==> src/rtl/serial_addsub.sv <==
// Bit-serial add/subtract unit: one full-adder slice plus a carry flop, LSB first.
// Results and flags are registered on the edge that leaves DONE, together with a one-cycle done pulse.
module serial_addsub #(
  parameter int WIDTH = 32
) (
  input  logic             clk,
  input  logic             reset,
  input  logic             start,
  input  logic             op,
  input  logic [WIDTH-1:0] a,
  input  logic [WIDTH-1:0] b,
  output logic             ready,
  output logic             done,
  output logic [WIDTH-1:0] result,
  output logic             carry,
  output logic             overflow,
  output logic             zero
);

  localparam int CW = (WIDTH > 2) ? $clog2(WIDTH) : 1;

  typedef enum logic [1:0] {
    S_IDLE,
    S_RUN,
    S_DONE
  } state_t;

  state_t           r_state;
  state_t           w_nextState;

  logic [WIDTH-1:0] r_aSh;
  logic [WIDTH-1:0] r_bSh;
  logic [WIDTH-1:0] r_sum;
  logic [CW-1:0]    r_cnt;
  logic             r_c;
  logic             r_op;
  logic             r_aMsb;
  logic             r_bEffMsb;

  logic             r_done;
  logic [WIDTH-1:0] r_result;
  logic             r_carry;
  logic             r_overflow;
  logic             r_zero;

  logic             w_s;
  logic             w_cOut;
  logic             w_accept;
  logic             w_lastBit;

  assign w_s       = r_aSh[0] ^ r_bSh[0] ^ r_c;
  assign w_cOut    = (r_aSh[0] & r_bSh[0]) | (r_aSh[0] & r_c) | (r_bSh[0] & r_c);
  assign w_accept  = (r_state == S_IDLE) && start;
  assign w_lastBit = (r_cnt == CW'(WIDTH - 1));

  always_ff @(posedge clk) begin
    if (reset) begin
      r_state <= S_IDLE;
    end else begin
      r_state <= w_nextState;
    end
  end

  always_comb begin
    w_nextState = r_state;
    case (r_state)
      S_IDLE:  if (start) w_nextState = S_RUN;
      S_RUN:   if (w_lastBit) w_nextState = S_DONE;
      S_DONE:  w_nextState = S_IDLE;
      default: w_nextState = S_IDLE;
    endcase
  end

  always_comb begin
    ready = (r_state == S_IDLE);
  end

  // Subtract is folded into the load: b is inverted and the carry flop seeded with 1.
  always_ff @(posedge clk) begin
    if (reset) begin
      r_aSh     <= '0;
      r_bSh     <= '0;
      r_sum     <= '0;
      r_cnt     <= '0;
      r_c       <= 1'b0;
      r_op      <= 1'b0;
      r_aMsb    <= 1'b0;
      r_bEffMsb <= 1'b0;
    end else if (w_accept) begin
      r_aSh     <= a;
      r_bSh     <= op ? ~b : b;
      r_cnt     <= '0;
      r_c       <= op;
      r_op      <= op;
      r_aMsb    <= a[WIDTH-1];
      r_bEffMsb <= op ? ~b[WIDTH-1] : b[WIDTH-1];
    end else if (r_state == S_RUN) begin
      r_aSh <= r_aSh >> 1;
      r_bSh <= r_bSh >> 1;
      r_sum <= {w_s, r_sum[WIDTH-1:1]};
      r_c   <= w_cOut;
      r_cnt <= r_cnt + CW'(1);
    end
  end

  // Visible outputs only move here (or on reset), so a controller can read them any time.
  always_ff @(posedge clk) begin
    if (reset) begin
      r_done     <= 1'b0;
      r_result   <= '0;
      r_carry    <= 1'b0;
      r_overflow <= 1'b0;
      r_zero     <= 1'b0;
    end else begin
      r_done <= 1'b0;
      if (r_state == S_DONE) begin
        r_done     <= 1'b1;
        r_result   <= r_sum;
        r_carry    <= r_op ? ~r_c : r_c;
        r_overflow <= (r_aMsb == r_bEffMsb) && (r_sum[WIDTH-1] != r_aMsb);
        r_zero     <= ~|r_sum;
      end
    end
  end

  assign done     = r_done;
  assign result   = r_result;
  assign carry    = r_carry;
  assign overflow = r_overflow;
  assign zero     = r_zero;

endmodule

==> config.mk <==
export PLATFORM = sky130hd
export DESIGN_NAME = serial_addsub
export DESIGN_NICKNAME = d
export VERILOG_FILES = /design/src/rtl/serial_addsub.sv
export SDC_FILE = /design/constraint.sdc
export NUM_CORES = 1
export LEC_CHECK = 0
export CAP_MARGIN = 0
export CORE_MARGIN = 4
export CORE_UTILIZATION = 33
export CTS_CLUSTER_DIAMETER = 120
export DETAILED_ROUTE_END_ITERATION = 12
export GPL_TIMING_DRIVEN = 0
export PLACE_DENSITY_LB_ADDON = 0.3
export SKIP_CTS_REPAIR_TIMING = 1
export SLEW_MARGIN = 20
export SYNTH_ARGS = -nofsm -noshare
export SYNTH_HDL_FRONTEND = slang
export SYNTH_SLANG_ARGS = --single-unit
==> constraint.sdc <==
create_clock -name clk -period 1.45 [get_ports clk]
set_input_delay 0.145 -clock clk [delete_from_list [all_inputs] [get_ports clk]]
set_output_delay 0.145 -clock clk [all_outputs]
set_load 0.01 [all_outputs]
==> results.py <==
metrics = {
    "sta": {
        "rsz0062_at_grt": "false",
        "finalWorstSetupSlack_ps": 32.9,
        "period_needed_ps": 1420,
        "worst_pin_slew_ps": 517,
        "post-route-period-util_pct": 97.7,
        "fin_skew_ps": 5.52,
        "max_freq_ghz": 0.706,
        "drv_slew": 0,
        "hold_violations": 0,
        "max_slew_margin_pct": 65.5,
        "setup_violations": 0,
    },
    "final_layout": {
        "instances_no_fill": 1034,
        "layout-drive-gt1-share_pct": 9.83,
        "mostFrequentLayoutCell": "nand2_1",
        "fin_nets": 873,
        "final_area_um2": 7730,
        "fillers": 1694,
        "layout_common_cells": "nand2_1 (203), dfxtp_1 (142), a21oi_1 (134)",
        "num_antenna_cells": 0,
        "syn_to_final_growth_pct": 35.9,
    },
    "yosys": {
        "synthArstFlopShare_pct": 0,
        "ys_types": 32,
        "netlist_area_um2": 5690,
        "synth_sequential_area_ratio_pct": 50.3,
        "synth_ff_type": "dfxtp_1",
        "ys_warn_count": 0,
        "avgSynthCellArea_um2": 8.38,
        "syn-instance-count": 679,
        "synth_fp_nets": 750,
        "synth-seq-cells": 143,
        "synth_edf_count": 0,
    },
    "drt": {
        "drtIter0Drc": 265,
        "drt_first_pass_iters": 5,
        "post_drt_wl_per_cell_um": 13.8,
        "drc": 0,
        "wl_um": 14200,
        "ant_nets": 0,
        "via_count": 5041,
        "via_per_inst": 4.88,
    },
    "pwr": {
        "cellLeakagePower_nw": 3.29,
        "p_total_mw": 9.32,
        "power.density_nw_per_um2": 1210,
        "ir_drop_v": 0.00103,
    },
    "setup_path": {
        "path_class": "reg -> out",
        "worst-path-buf-inv": 1,
        "required_ps": 1310,
        "max_stage_delay_ps": 530,
        "cp-start-kind": "register",
        "path_cells": "clkdlybuf4s50_1",
        "critPathArrivalTime_ps": 1270,
        "crit_family": "buffers and inverters",
        "worstSetupEndpointType": "primary output",
        "crit_fanout": 2,
        "cpMaxStageDelayCell": "clkdlybuf4s50_1",
    },
    "place": {
        "gp_congestion": 0.736,
        "portBuffers": 103,
        "hpwlAfterDp_um": 10000,
        "place_inst": 1002,
        "post-place-ws_ps": -579,
        "dpl_cell_area_um2": 7000,
    },
    "clock_tree": {
        "root_buffer": "clkbuf_16",
        "clk_latency_ps": 420,
        "cts_htree_levels": 4,
        "cts.reportedPaths.clkPinSlew_ps": 60,
        "cts_sinks": 143,
        "cts_tree": "built",
        "clockBufferDepth": 2,
        "numCtsBuffers": 17,
    },
    "floorplan": {
        "ios": 105,
        "core_area_um2": 16800,
        "dieHeight_um": 139,
        "die_area_um2": 19400,
        "initial_core_util_pct": 34.0,
        "die_w_um": 139,
        "rows": 47,
    },
    "global_route": {
        "grt_start_max_net_pins": 17,
        "grtUsageTotal_pct": 14.4,
        "grt_overflow": 0,
        "grt_pass1_wl_um": 23100,
        "first_global_vias": 4745,
        "grt_antenna_before_repair": 0,
    },
    "worst_hold_path": {
        "min_path_type": "in -> reg",
    },
    "flow_run": {
        "maxCapViolations": 0,
    },
    "outcome": {
        "status": "complete, no violations",
    },
}
==> routing by layer <==
metal / share of wire [%] / vias to the layer above / global-route usage, % / wire [um]
li1: - / 2563 / - / -
met1: 48 / 2344 / 18.9 / 6800
met2: 46 / 115 / 23.1 / 6520
met3: 5.0 / 19 / 3.81 / 706
met4: 1.5 / 0 / 4.89 / 214
met5: 0 / - / 0 / 0
==> registers in the layout, summed over array words and instances, names as in the netlist <==
| signal | cells |
|---|---|
| result | 32 |
| r_aSh | 32 |
| r_aMsb | 1 |
| r_c | 1 |
| r_sum | 32 |
| r_op | 1 |
| r_state | 2 |
| r_bSh | 32 |
| r_cnt | 5 |
| zero | 1 |
| carry | 1 |
| r_bEffMsb | 1 |
| done | 1 |
| overflow | 1 |
==> kinds of logic (layout without fill, tap and decap cells) <==
kind of cell	Yosys count	in the layout	share of synthesized area, %
and+or+nand+nor	237	237	17.1
buffers and inverters	58	193	5.50
adders and majority gates	3	3	0.791
AOI/OAI and AO/OA	203	203	21.0
DFF	143	143	50.3
xor gates and xnor gates	35	35	5.39
==> Yosys cell counts, types with 2 or more instances <==
cell,number,area (um^2)
xor2_1,33,289
buf_2,28,140
xnor2_1,2,17.5
clkbuf_1,17,63.8
nor4_1,8,50.1
nor2_1,7,26.3
a22oi_1,62,465
nand3b_1,3,22.5
nand2_1,203,762
nand2b_1,3,18.8
a21oi_1,134,671
nand3_1,2,10.0
buf_6,3,33.8
nand4_1,2,12.5
ha_1,2,25.0
nor2b_1,3,18.8
dfxtp_1,143,2860
buf_4,10,75.1
==> path summary, 6_finish.rpt <==
kind,start,end,slack (ps),depth (start not counted)
worst max-delay path,result[18],result[18],30,1
worst max register to register,r_state[0],r_aSh[18],90,6
worst min register to register,result[19],result[19],450,2
worst min-delay path,op,r_bSh[22],220,4
==> cell type report <==
type                    instances  area [um^2]  share of cell area, %
repair buffers                104         1120                   14.5
clock buffers                  23          448                   5.79
clock inverters                 8          115                   1.49
well taps                     220          275                   3.56
multi-input cells             478         2530                   32.7
flip-flops and latches        143         2870                   37.1
plain buffers                  58          379                   4.90
==> per-stage QoR <==
stage	hold WS, ps	util [%]	setup TNS, ps
2_1_floorplan	246	-	0
3_3_place_gp	443	41.8	-59120
3_5_place_dp	447	41.8	-59430
4_1_cts	214	45.1	-5820
5_1_grt	249	46.1	0
6_report	224	46.1	0
==> where the power goes <==
| group | internal (mW) | switching [mW] |
|---|---|---|
| sequential | 4.07 | 0.0788 |
| clock | 2.68 | 1.57 |
| combinational | 0.443 | 0.479 |
Power figures use the tool's default switching activity.
